## config.mk

```make
export PLATFORM = sky130hd
export DESIGN_NAME = tcni_rx_flat
export DESIGN_NICKNAME = d
export VERILOG_FILES = /design/src/rtl/tcni_rx_if.sv /design/src/rtl/tcni_rx.sv /design/src/flat_wrapper.sv
export SDC_FILE = /design/constraint.sdc
export NUM_CORES = 1
export LEC_CHECK = 0
export CORE_MARGIN = 5
export CORE_UTILIZATION = 30
export DETAILED_ROUTE_END_ITERATION = 8
export PLACE_DENSITY = 0.62
export SYNTH_ARGS = -nofsm -noshare
export SYNTH_HDL_FRONTEND = slang
export SYNTH_SLANG_ARGS = --single-unit
export TNS_END_PERCENT = 30
```

## constraint.sdc

```tcl
create_clock -name clock -period 3.48 [get_ports clock]
set_clock_uncertainty 0.05 [all_clocks]
set_input_delay 0.696 -clock clock [delete_from_list [all_inputs] [get_ports clock]]
set_output_delay 0.696 -clock clock [all_outputs]
set_load 0.01 [all_outputs]
```

## src/rtl/tcni_rx_if.sv

```systemverilog
// Router-local-port receive handshake and memory write port of the TCNI receive DMA.
// The slave modport is the DMA engine's view; the master modport is the network/memory side.
interface tcni_rx_if;
    logic [31:0] rx_data;
    logic        rx_valid;
    logic        rx_ready;
    logic [31:0] mem_addr;
    logic [31:0] mem_data;
    logic        mem_we;
    logic        mem_busy;

    modport slave (
        input  rx_data, rx_valid, mem_busy,
        output rx_ready, mem_addr, mem_data, mem_we
    );

    modport master (
        output rx_data, rx_valid, mem_busy,
        input  rx_ready, mem_addr, mem_data, mem_we
    );
endinterface

```

## src/rtl/tcni_rx.sv

```systemverilog
// TCNI receive DMA: writes router packets into a ring of fixed-size memory slots.
// Optional macro TCNI_RX_TIMESTAMP_EN stores the header-arrival cycle in each slot's last word.
module tcni_rx #(
    parameter int unsigned NUM_SLOTS  = 4,
    parameter int unsigned SLOT_WORDS = 64,
    parameter logic [31:0] BASE_ADDR  = 32'h0000_8000
) (
    input  logic       clock,
    input  logic       reset,
    tcni_rx_if.slave   bus,
    input  logic       slot_release,
    output logic       rx_irq,
    output logic [4:0] rx_count,
    output logic       rx_trunc
);
    localparam int unsigned PW = (NUM_SLOTS > 1) ? $clog2(NUM_SLOTS) : 1;
    localparam int unsigned WW = $clog2(SLOT_WORDS) + 1;
`ifdef TCNI_RX_TIMESTAMP_EN
    localparam int unsigned DATA_END = SLOT_WORDS - 1;
`else
    localparam int unsigned DATA_END = SLOT_WORDS;
`endif
    localparam logic [WW-1:0] LAST_DATA_IDX = WW'(DATA_END - 1);
    localparam logic [4:0]    FULL_COUNT    = 5'(NUM_SLOTS);

    typedef enum logic [2:0] {
        RX_IDLE    = 3'd0,
        RX_LEN     = 3'd1,
        RX_PAYLOAD = 3'd2,
        RX_DROP    = 3'd3,
        RX_COMMIT  = 3'd4
    } state_t;

    function automatic logic [31:0] word_addr(input logic [PW-1:0] slot, input logic [WW-1:0] idx);
        word_addr = BASE_ADDR + (32'(slot) * 32'(SLOT_WORDS) + 32'(idx)) * 32'd4;
    endfunction

    state_t        state_q, state_d;
    logic [PW-1:0] wr_slot_q, wr_slot_d;
    logic [PW-1:0] rd_slot_q, rd_slot_d;
    logic [4:0]    count_q, count_d;
    logic          trunc_q, trunc_d;
    logic          irq_q, irq_d;
    logic          ready_q, ready_d;
    logic [15:0]   remain_q, remain_d;
    logic [WW-1:0] widx_q, widx_d;
    logic          mem_we_q, mem_we_d;
    logic [31:0]   mem_addr_q, mem_addr_d;
    logic [31:0]   mem_data_q, mem_data_d;
`ifdef TCNI_RX_TIMESTAMP_EN
    logic [31:0]   ts_q, ts_d;
    logic [31:0]   hdr_ts_q, hdr_ts_d;
`endif

    logic rx_ready_s, accept_s, pending_s, release_s, commit_s, trunc_set_s;

    // Next-state, datapath and slot bookkeeping.
    always_comb begin
        pending_s   = mem_we_q & bus.mem_busy;
        rx_ready_s  = ready_q & ~bus.mem_busy;
        accept_s    = bus.rx_valid & rx_ready_s;
        release_s   = slot_release & (count_q != 5'd0);
        commit_s    = 1'b0;
        trunc_set_s = 1'b0;
        state_d     = state_q;
        wr_slot_d   = wr_slot_q;
        remain_d    = remain_q;
        widx_d      = widx_q;
        // A write the memory refused stays on the bus unchanged.
        mem_we_d    = pending_s;
        mem_addr_d  = mem_addr_q;
        mem_data_d  = mem_data_q;
`ifdef TCNI_RX_TIMESTAMP_EN
        ts_d        = ts_q + 32'd1;
        hdr_ts_d    = hdr_ts_q;
`endif
        case (state_q)
            RX_IDLE: begin
                if (accept_s) begin
                    mem_we_d   = 1'b1;
                    mem_addr_d = word_addr(wr_slot_q, WW'(0));
                    mem_data_d = bus.rx_data;
                    state_d    = RX_LEN;
`ifdef TCNI_RX_TIMESTAMP_EN
                    hdr_ts_d   = ts_q;
`endif
                end else begin
                    state_d = RX_IDLE;
                end
            end
            RX_LEN: begin
                if (accept_s) begin
                    mem_we_d   = 1'b1;
                    mem_addr_d = word_addr(wr_slot_q, WW'(1));
                    mem_data_d = bus.rx_data;
                    remain_d   = bus.rx_data[15:0];
                    widx_d     = WW'(2);
                    state_d    = (bus.rx_data[15:0] == 16'd0) ? RX_COMMIT : RX_PAYLOAD;
                end else begin
                    state_d = RX_LEN;
                end
            end
            RX_PAYLOAD: begin
                if (accept_s) begin
                    mem_we_d   = 1'b1;
                    mem_addr_d = word_addr(wr_slot_q, widx_q);
                    mem_data_d = bus.rx_data;
                    remain_d   = remain_q - 16'd1;
                    widx_d     = widx_q + WW'(1);
                    if (remain_q == 16'd1) begin
                        state_d = RX_COMMIT;
                    end else if (widx_q == LAST_DATA_IDX) begin
                        state_d     = RX_DROP;
                        trunc_set_s = 1'b1;
                    end else begin
                        state_d = RX_PAYLOAD;
                    end
                end else begin
                    state_d = RX_PAYLOAD;
                end
            end
            RX_DROP: begin
                if (accept_s) begin
                    remain_d = remain_q - 16'd1;
                    state_d  = (remain_q == 16'd1) ? RX_COMMIT : RX_DROP;
                end else begin
                    state_d = RX_DROP;
                end
            end
            RX_COMMIT: begin
`ifdef TCNI_RX_TIMESTAMP_EN
                // The stamp write must wait until the last payload write has left the bus.
                if (!pending_s) begin
                    commit_s   = 1'b1;
                    mem_we_d   = 1'b1;
                    mem_addr_d = word_addr(wr_slot_q, WW'(SLOT_WORDS - 1));
                    mem_data_d = hdr_ts_q;
                    wr_slot_d  = wr_slot_q + PW'(1);
                    state_d    = RX_IDLE;
                end else begin
                    state_d = RX_COMMIT;
                end
`else
                commit_s  = 1'b1;
                wr_slot_d = wr_slot_q + PW'(1);
                state_d   = RX_IDLE;
`endif
            end
            default: begin
                state_d = RX_IDLE;
            end
        endcase

        count_d   = count_q + 5'(commit_s) - 5'(release_s);
        rd_slot_d = release_s ? (rd_slot_q + PW'(1)) : rd_slot_q;
        if (trunc_set_s) begin
            trunc_d = 1'b1;
        end else if (release_s) begin
            trunc_d = 1'b0;
        end else begin
            trunc_d = trunc_q;
        end
        irq_d = (count_d != 5'd0);

        // Readiness is registered from the next state; memory busy gates it combinationally.
        case (state_d)
            RX_IDLE:    ready_d = (count_d < FULL_COUNT);
            RX_LEN:     ready_d = 1'b1;
            RX_PAYLOAD: ready_d = 1'b1;
            RX_DROP:    ready_d = 1'b1;
            RX_COMMIT:  ready_d = 1'b0;
            default:    ready_d = 1'b0;
        endcase
    end

    // State and output registers.
    always_ff @(posedge clock or negedge reset) begin
        if (!reset) begin
            state_q    <= RX_IDLE;
            wr_slot_q  <= '0;
            rd_slot_q  <= '0;
            count_q    <= 5'd0;
            trunc_q    <= 1'b0;
            irq_q      <= 1'b0;
            ready_q    <= 1'b0;
            remain_q   <= 16'd0;
            widx_q     <= '0;
            mem_we_q   <= 1'b0;
            mem_addr_q <= 32'd0;
            mem_data_q <= 32'd0;
`ifdef TCNI_RX_TIMESTAMP_EN
            ts_q       <= 32'd0;
            hdr_ts_q   <= 32'd0;
`endif
        end else begin
            state_q    <= state_d;
            wr_slot_q  <= wr_slot_d;
            rd_slot_q  <= rd_slot_d;
            count_q    <= count_d;
            trunc_q    <= trunc_d;
            irq_q      <= irq_d;
            ready_q    <= ready_d;
            remain_q   <= remain_d;
            widx_q     <= widx_d;
            mem_we_q   <= mem_we_d;
            mem_addr_q <= mem_addr_d;
            mem_data_q <= mem_data_d;
`ifdef TCNI_RX_TIMESTAMP_EN
            ts_q       <= ts_d;
            hdr_ts_q   <= hdr_ts_d;
`endif
        end
    end

    assign bus.rx_ready = rx_ready_s;
    assign bus.mem_we   = mem_we_q;
    assign bus.mem_addr = mem_addr_q;
    assign bus.mem_data = mem_data_q;
    assign rx_irq       = irq_q;
    assign rx_count     = count_q;
    assign rx_trunc     = trunc_q;
endmodule

```

## src/flat_wrapper.sv

```systemverilog
// flat-port wrapper written by rule: the top's interface ports become plain ports
module tcni_rx_flat 
#(
    parameter int unsigned NUM_SLOTS  = 4,
    parameter int unsigned SLOT_WORDS = 64,
    parameter logic [31:0] BASE_ADDR  = 32'h0000_8000
)
  (clock, reset, slot_release, rx_irq, rx_count, rx_trunc, bus_rx_data, bus_rx_valid, bus_mem_busy, bus_rx_ready, bus_mem_addr, bus_mem_data, bus_mem_we);
  tcni_rx_if bus_i ();
  input  logic clock;
  input  logic reset;
  input  logic slot_release;
  output logic rx_irq;
  output logic [4:0] rx_count;
  output logic rx_trunc;
  input wire logic [$bits(bus_i.rx_data)-1:0] bus_rx_data;
  input wire logic [$bits(bus_i.rx_valid)-1:0] bus_rx_valid;
  input wire logic [$bits(bus_i.mem_busy)-1:0] bus_mem_busy;
  output wire logic [$bits(bus_i.rx_ready)-1:0] bus_rx_ready;
  output wire logic [$bits(bus_i.mem_addr)-1:0] bus_mem_addr;
  output wire logic [$bits(bus_i.mem_data)-1:0] bus_mem_data;
  output wire logic [$bits(bus_i.mem_we)-1:0] bus_mem_we;
  assign bus_i.rx_data = bus_rx_data;
  assign bus_i.rx_valid = bus_rx_valid;
  assign bus_i.mem_busy = bus_mem_busy;
  assign bus_rx_ready = bus_i.rx_ready;
  assign bus_mem_addr = bus_i.mem_addr;
  assign bus_mem_data = bus_i.mem_data;
  assign bus_mem_we = bus_i.mem_we;
  tcni_rx #(.NUM_SLOTS(NUM_SLOTS), .SLOT_WORDS(SLOT_WORDS), .BASE_ADDR(BASE_ADDR)) u_core (.clock(clock), .reset(reset), .bus(bus_i), .slot_release(slot_release), .rx_irq(rx_irq), .rx_count(rx_count), .rx_trunc(rx_trunc));
endmodule
```

## Word-level counts from Yosys, hierarchy flattened

Cells that the tools add are included.

- $add $sub $neg: 10
- Divide/modulo/power cells: 0
- Shifts and indexed selects: 0
- Bitwise gates (word level): 5
- Multiplexer cells: 29
- Equal/unequal tests: 13
- Multiply operators: 0
- Reduce and logical (&&, ||, !) cells: 16
- Magnitude comparators: 1

Operator list:

| cell | count |
|---|---|
| 2-to-1 mux 32 bit | 3 |
| case mux 32 bit (3 select lines) | 1 |
| adder 16 x 32 -> 32 bit (first input constant) | 2 |
| 2-to-1 mux 16 bit | 2 |
| case mux 16 bit (2 select lines) | 1 |
| 2-to-1 mux 3 bit | 6 |
| adder 16 x 10 -> 17 bit (first input constant) | 1 |
| equality test 16 x 1 -> 1 bit (second input constant) | 1 |
| logical NOT 16 bit | 1 |
| subtractor 16 x 1 -> 16 bit (second input constant) | 1 |
| 2-to-1 mux 7 bit | 2 |
| case mux 7 bit (2 select lines) | 1 |
| equality test 3 x 2 -> 1 bit (second input constant) | 4 |
| case mux 3 bit (4 select lines) | 1 |
| 2-to-1 mux 1 bit | 11 |
| nonzero test 5 bit | 2 |
| adder 8 x 1 -> 9 bit (second input constant) | 1 |
| adder 8 x 7 -> 9 bit | 1 |
| != test 2 x 1 -> 1 bit (second input constant) | 4 |
| adder 7 x 1 -> 7 bit (second input constant) | 1 |
| equality test 7 x 6 -> 1 bit (second input constant) | 1 |
| equality test 3 x 1 -> 1 bit (second input constant) | 2 |
| logical NOT 3 bit | 2 |
| AND reduction 3 bit | 2 |
| 14 further kinds | 20 |

- Logic and storage cells: 85
- Bits in latches: 0
- Bits in read-only memories: 0
- Input bits: 37
- Flip-flop bits (word level): 101
- Output and inout port bits: 73
- Memory bits (writable): 0
- Memories: 0

## Longest topological paths before layout

- Depth after elaboration: 8
- Gate-level depth with buffers: 14
- Mapped depth without buffers: 14

## Worst setup path before layout

OpenSTA, ideal clock, no wires.

- Path kind: register to register
- Start: register u_core.count_q[3] (netlist: u_core.rx_count[3])
- End: register u_core.irq_q (netlist: u_core.rx_irq)
- Data required time: 3299 ps
- Stages on the path, launching flop included: 14
- Setup slack: 550 ps
- Buffers on the path: 0
- Arrival time: 2749 ps
- Library setup time: 131 ps
- Path through: dfrtp_1 > inv_1 > ha_1 > inv_1 > o41a_1 > ha_1 > inv_1 > ha_1 > inv_1 > fa_1 > nor2b_1 > o21ai_0 > a211o_1 > or3_1

- Word-level cells in the longest chain between the ends: 4
- Elaborated cells on any way between the ends: 5

Ends and longest elaborated chain:

| element | line | source |
|---|---|---|
| from (decl) | tcni_rx.sv:41 | `logic [4:0] count_q, count_d;` |
| from (signal assigned) | tcni_rx.sv:199 | `count_q <= count_d;` |
| parallel branches: the longest is 2 deep, another holds adder 5 x 1 -> 5 bit | - |  |
| subtractor 5 x 1 -> 5 bit * | tcni_rx.sv:154 | `count_d = count_q + 5'(commit_s) - 5'(release_s);` |
| nonzero test 5 bit * | tcni_rx.sv:163 | `irq_d = (count_d != 5'd0);` |
| net u_core.irq_d | tcni_rx.sv:43 | `logic irq_q, irq_d;` |
| to (signal assigned) | tcni_rx.sv:201 | `irq_q <= irq_d;` |
| to (decl) | tcni_rx.sv:43 |  |

Mark *: on every way through the listed nets, which the timed path passes.
A chain may end at the register's enable or synchronous reset.

## Worst setup path after layout

Ends and elaborated chain as after synthesis.

==> impl_metrics.env <==
export IMPL_required_ns=3.65
export IMPL_synth_top_cells_by_count="dfrtp_1, nor2_1, mux2_2, a21oi_1"
export IMPL_fin_crit_sh_pct=89.3
export IMPL_cts_buffer_depth=2
export IMPL_drtPass1Iterations=4
export IMPL_cp_depth=13
export IMPL_slew_headroom_pct=32.3
export IMPL_met3_length_um=575
export IMPL_hold_path_end="u_core.bus.mem_addr[15]$_DFFE_PN0P_"
export IMPL_drive_gt1_share_pct=14.4
export IMPL_routedWlPerCell_um=14.7
export IMPL_rsz0062_at_grt="false"
export IMPL_crit_slowest_cell="dfrtp_1"
export IMPL_ant_nets=0
export IMPL_vias=3200
export IMPL_critical_path_max_stage_delay_ns=0.43
export IMPL_place_area_um2=5110
export IMPL_syn_cell_area_um2=4160
export IMPL_crit_path_start_kind="flip-flop"
export IMPL_rows=43
export IMPL_cts_tree="done"
export IMPL_status="finished, final reports clean"
export IMPL_ir_worst_vdd_mv=0.421
export IMPL_clk_pin_slew_worst_paths_ns=0.07
export IMPL_hpwl_um=7070
export IMPL_power_density_nw_per_um2=762
export IMPL_synthCells=406
export IMPL_antenna_found_initial=0
export IMPL_grt_pass1_vias=3256
export IMPL_coreArea_um2=13700
export IMPL_hp_start="u_core.bus.mem_addr[15]$_DFFE_PN0P_"
export IMPL_yosys_warnings=0
export IMPL_initial_core_util_pct=30.3
export IMPL_diodes=0
export IMPL_setup_viol=0
export IMPL_synth_top_area_share_pct=47.5
export IMPL_htreeDepth=3
export IMPL_stdcell_area_um2=5440
export IMPL_cp_arrival_ns=3.28
export IMPL_synth_top_cell_by_area="dfrtp_1"
export IMPL_crit_fanout=4
export IMPL_postCtsResizedCells=0
export IMPL_whs_path_depth=1
export IMPL_gp_congestion=0.813
export IMPL_die_y_um=128
export IMPL_drtIter0Drc=187
export IMPL_viasPerCell=4.76
export IMPL_dieArea_um2=16300
export IMPL_cts_root_buffer="clkbuf_16"
export IMPL_finalMaxSlewViolations=0
export IMPL_max_cap_violations=0
export IMPL_yosysSeqAreaShare_pct=47.5
export IMPL_seq_area_um2=1980
export IMPL_grtUsageTotal_pct=12.2
export IMPL_grt_start_max_net_pins=80
export IMPL_syn_avg_cell_area_um2=10.2
export IMPL_synth_cell_types=55
export IMPL_synth_most_common_cell="dfrtp_1"
export IMPL_nNetsFinal=536
export IMPL_cp_common_cell="inv_1"
export IMPL_r2r_slack_ns=0.37
export IMPL_postCtsHoldBufs=0
export IMPL_max_freq_mhz=322
export IMPL_wl_um=9870
export IMPL_synth_seq_cells=79
export IMPL_tightest_slew_ns=1.02
export IMPL_timing_final_crit_period_ns=3.11
export IMPL_ys_flop_type="dfrtp_1"
export IMPL_async_reset_ff_share_pct=100
export IMPL_clock_sinks=79
export IMPL_cts_buffers=9
export IMPL_grt_pass1_wl_um=16100
export IMPL_synthTopCellsByArea="dfrtp_1, mux2_2, buf_4, nor2_1, a21oi_1"
export IMPL_setup_tns_final_ns=0
export IMPL_r2r_start="u_core.rx_count[3]$_DFF_PN0_"
export IMPL_io_buffers=87
export IMPL_wl_met2_um=4760
export IMPL_fillCellCount=1322
export IMPL_synth_edff_count=0
export IMPL_drc=0
export IMPL_worstPathCellList="inv_1, ha_1, inv_1, o41a_1, ha_1, inv_1, ha_1, inv_1, fa_1, nor2b_1, o21ai_0, a211o_1, or3_1"
export IMPL_rr_worst_depth=13
export IMPL_area_delta_synth_final_pct=30.9
export IMPL_hold_path_class="flip-flop to flip-flop"
export IMPL_crit_family="adder cells"
export IMPL_highest_layer="met4"
export IMPL_timing_critical_path_buf_inv=4
export IMPL_hold_viol=0
export IMPL_p_leak_nw=2.30
export IMPL_rr_endpoint="u_core.rx_irq$_DFF_PN0_"
export IMPL_cp_end_kind="flip-flop"
export IMPL_critPathKind="flip-flop to flip-flop"
export IMPL_die_w_um=128
export IMPL_grt_ovfl_total=0
export IMPL_multiInputGateArea_um2=1930
export IMPL_io_pin_count=110
export IMPL_cts_setup_buffers=0
export IMPL_clkLatencyLatePin_ns=0.34
export IMPL_wl_met1_um=4440
-- worst reg2reg max path: stages (launching register included) --
cell and delay, ns:
dfrtp_1 0.43, inv_1 0.10, ha_1 0.14, inv_1 0.04, o41a_1 0.38, ha_1 0.28, inv_1 0.05, ha_1 0.15
inv_1 0.05, fa_1 0.42, nor2b_1 0.17, o21ai_0 0.11, a211o_1 0.30, or3_1 0.32
-- cell type report --
type,count,share of cell area (%)
flip-flops and latches,79,36.3
multi-input cells,287,35.5
repair buffers,93,16.8
clock buffers,9,4.14
well taps,180,4.14
clock inverters,7,1.91
inverters,17,1.17
-- kinds of logic (layout without fill, tap and decap cells) --
| kind of cell | Yosys count | count (layout) | synth area share, % |
|---|---|---|---|
| flip-flops | 79 | 79 | 47.5 |
| AND/OR/NAND/NOR | 121 | 121 | 15.5 |
| other | 1 | 22 | 0.0902 |
| multiplexers | 39 | 39 | 10.4 |
| buffers and inverters | 61 | 126 | 7.91 |
| AO/OA/AOI/OAI | 82 | 82 | 12.4 |
| adder cells (fa/ha/maj) | 12 | 12 | 3.79 |
| XOR/XNOR | 11 | 11 | 2.32 |
-- report_power, final --
| group | switching, W | internal, W |
|---|---|---|
| Combinational | 0.000709 | 0.000918 |
| Sequential | 0.000230 | 0.00124 |
| Clock | 0.000413 | 0.000639 |
| Total | 0.00135 | 0.00280 |
-- through the flow --
stage / utilization, % / total power, W / cells / hold WS [ns] / worst slack [ns]
2_1_floorplan: - / 0.00238 / 427 / 0.350 / 0.550
3_3_place_gp: 37.3 / 0.00307 / 656 / 0.402 / 0.275
3_5_place_dp: 37.3 / 0.00312 / 656 / 0.408 / 0.181
4_1_cts: 39.7 / 0.00420 / 672 / 0.423 / 0.355
5_1_grt: 39.7 / 0.00443 / 672 / 0.452 / 0.156
6_report: 39.7 / 0.00415 / 672 / 0.420 / 0.371
-- worst max path at each step --
stage	from	to	slack, ns
after floorplan	u_core.rx_count[3]$_DFF_PN0_	u_core.rx_irq$_DFF_PN0_	0.55
after global placement	slot_release	u_core.rx_irq$_DFF_PN0_	0.27
after detailed placement	slot_release	u_core.rx_irq$_DFF_PN0_	0.18
after CTS	u_core.rx_count[3]$_DFF_PN0_	u_core.rx_irq$_DFF_PN0_	0.36
after global routing	u_core.rx_count[3]$_DFF_PN0_	u_core.rx_irq$_DFF_PN0_	0.16
final	u_core.rx_count[3]$_DFF_PN0_	u_core.rx_irq$_DFF_PN0_	0.37
-- routing by layer --
| layer | vias to the layer above | track usage [%] |
|---|---|---|
| li1 | 1548 | - |
| met1 | 1553 | 15.5 |
| met3 | 8 | 3.25 |
| met2 | 91 | 19.6 |
| met4 | 0 | 4.87 |
| met5 | - | 0 |
-- sequential cells by signal, summed over array words and instances, names as in the netlist --
| register | cells |
|---|---|
| u_core.bus.mem_addr | 10 |
| u_core.state_q | 3 |
| u_core.remain_q | 16 |
| u_core.bus.mem_data | 32 |
| u_core.rx_trunc | 1 |
| u_core.wr_slot_q | 2 |
| u_core.bus.mem_we | 1 |
| u_core.widx_q | 7 |
| u_core.rx_irq | 1 |
| u_core.ready_q | 1 |
| u_core.rx_count | 5 |
-- cells in the final DEF (no fill, tap or decap), drive strengths merged, types with 2 or more instances in the layout --
master,synthesis,final
or4,2,2
inv,17,20
mux2i,6,6
nand2,22,22
a211oi,3,3
a31oi,3,3
nor3,7,7
buf,34,7
a22o,6,6
ha,11,11
nand4,6,6
nor3b,4,4
nor4b,2,2
xor2,5,5
clkdlybuf4s50,0,86
clkbuf,10,9
o21ai,14,14
o221a,2,2
o22ai,11,11
mux2,33,33
and3,2,2
dfrtp,79,79
and2,3,3
a21oi,33,33
or3,4,4
nand2b,6,6
nor2,43,43
nand3,5,5
clkinvlp,0,2
conb,1,22
a21o,3,3
xnor2,6,6
nor4,8,8
nor2b,3,3
bufinv,0,2
Power figures use the tool's default switching activity.
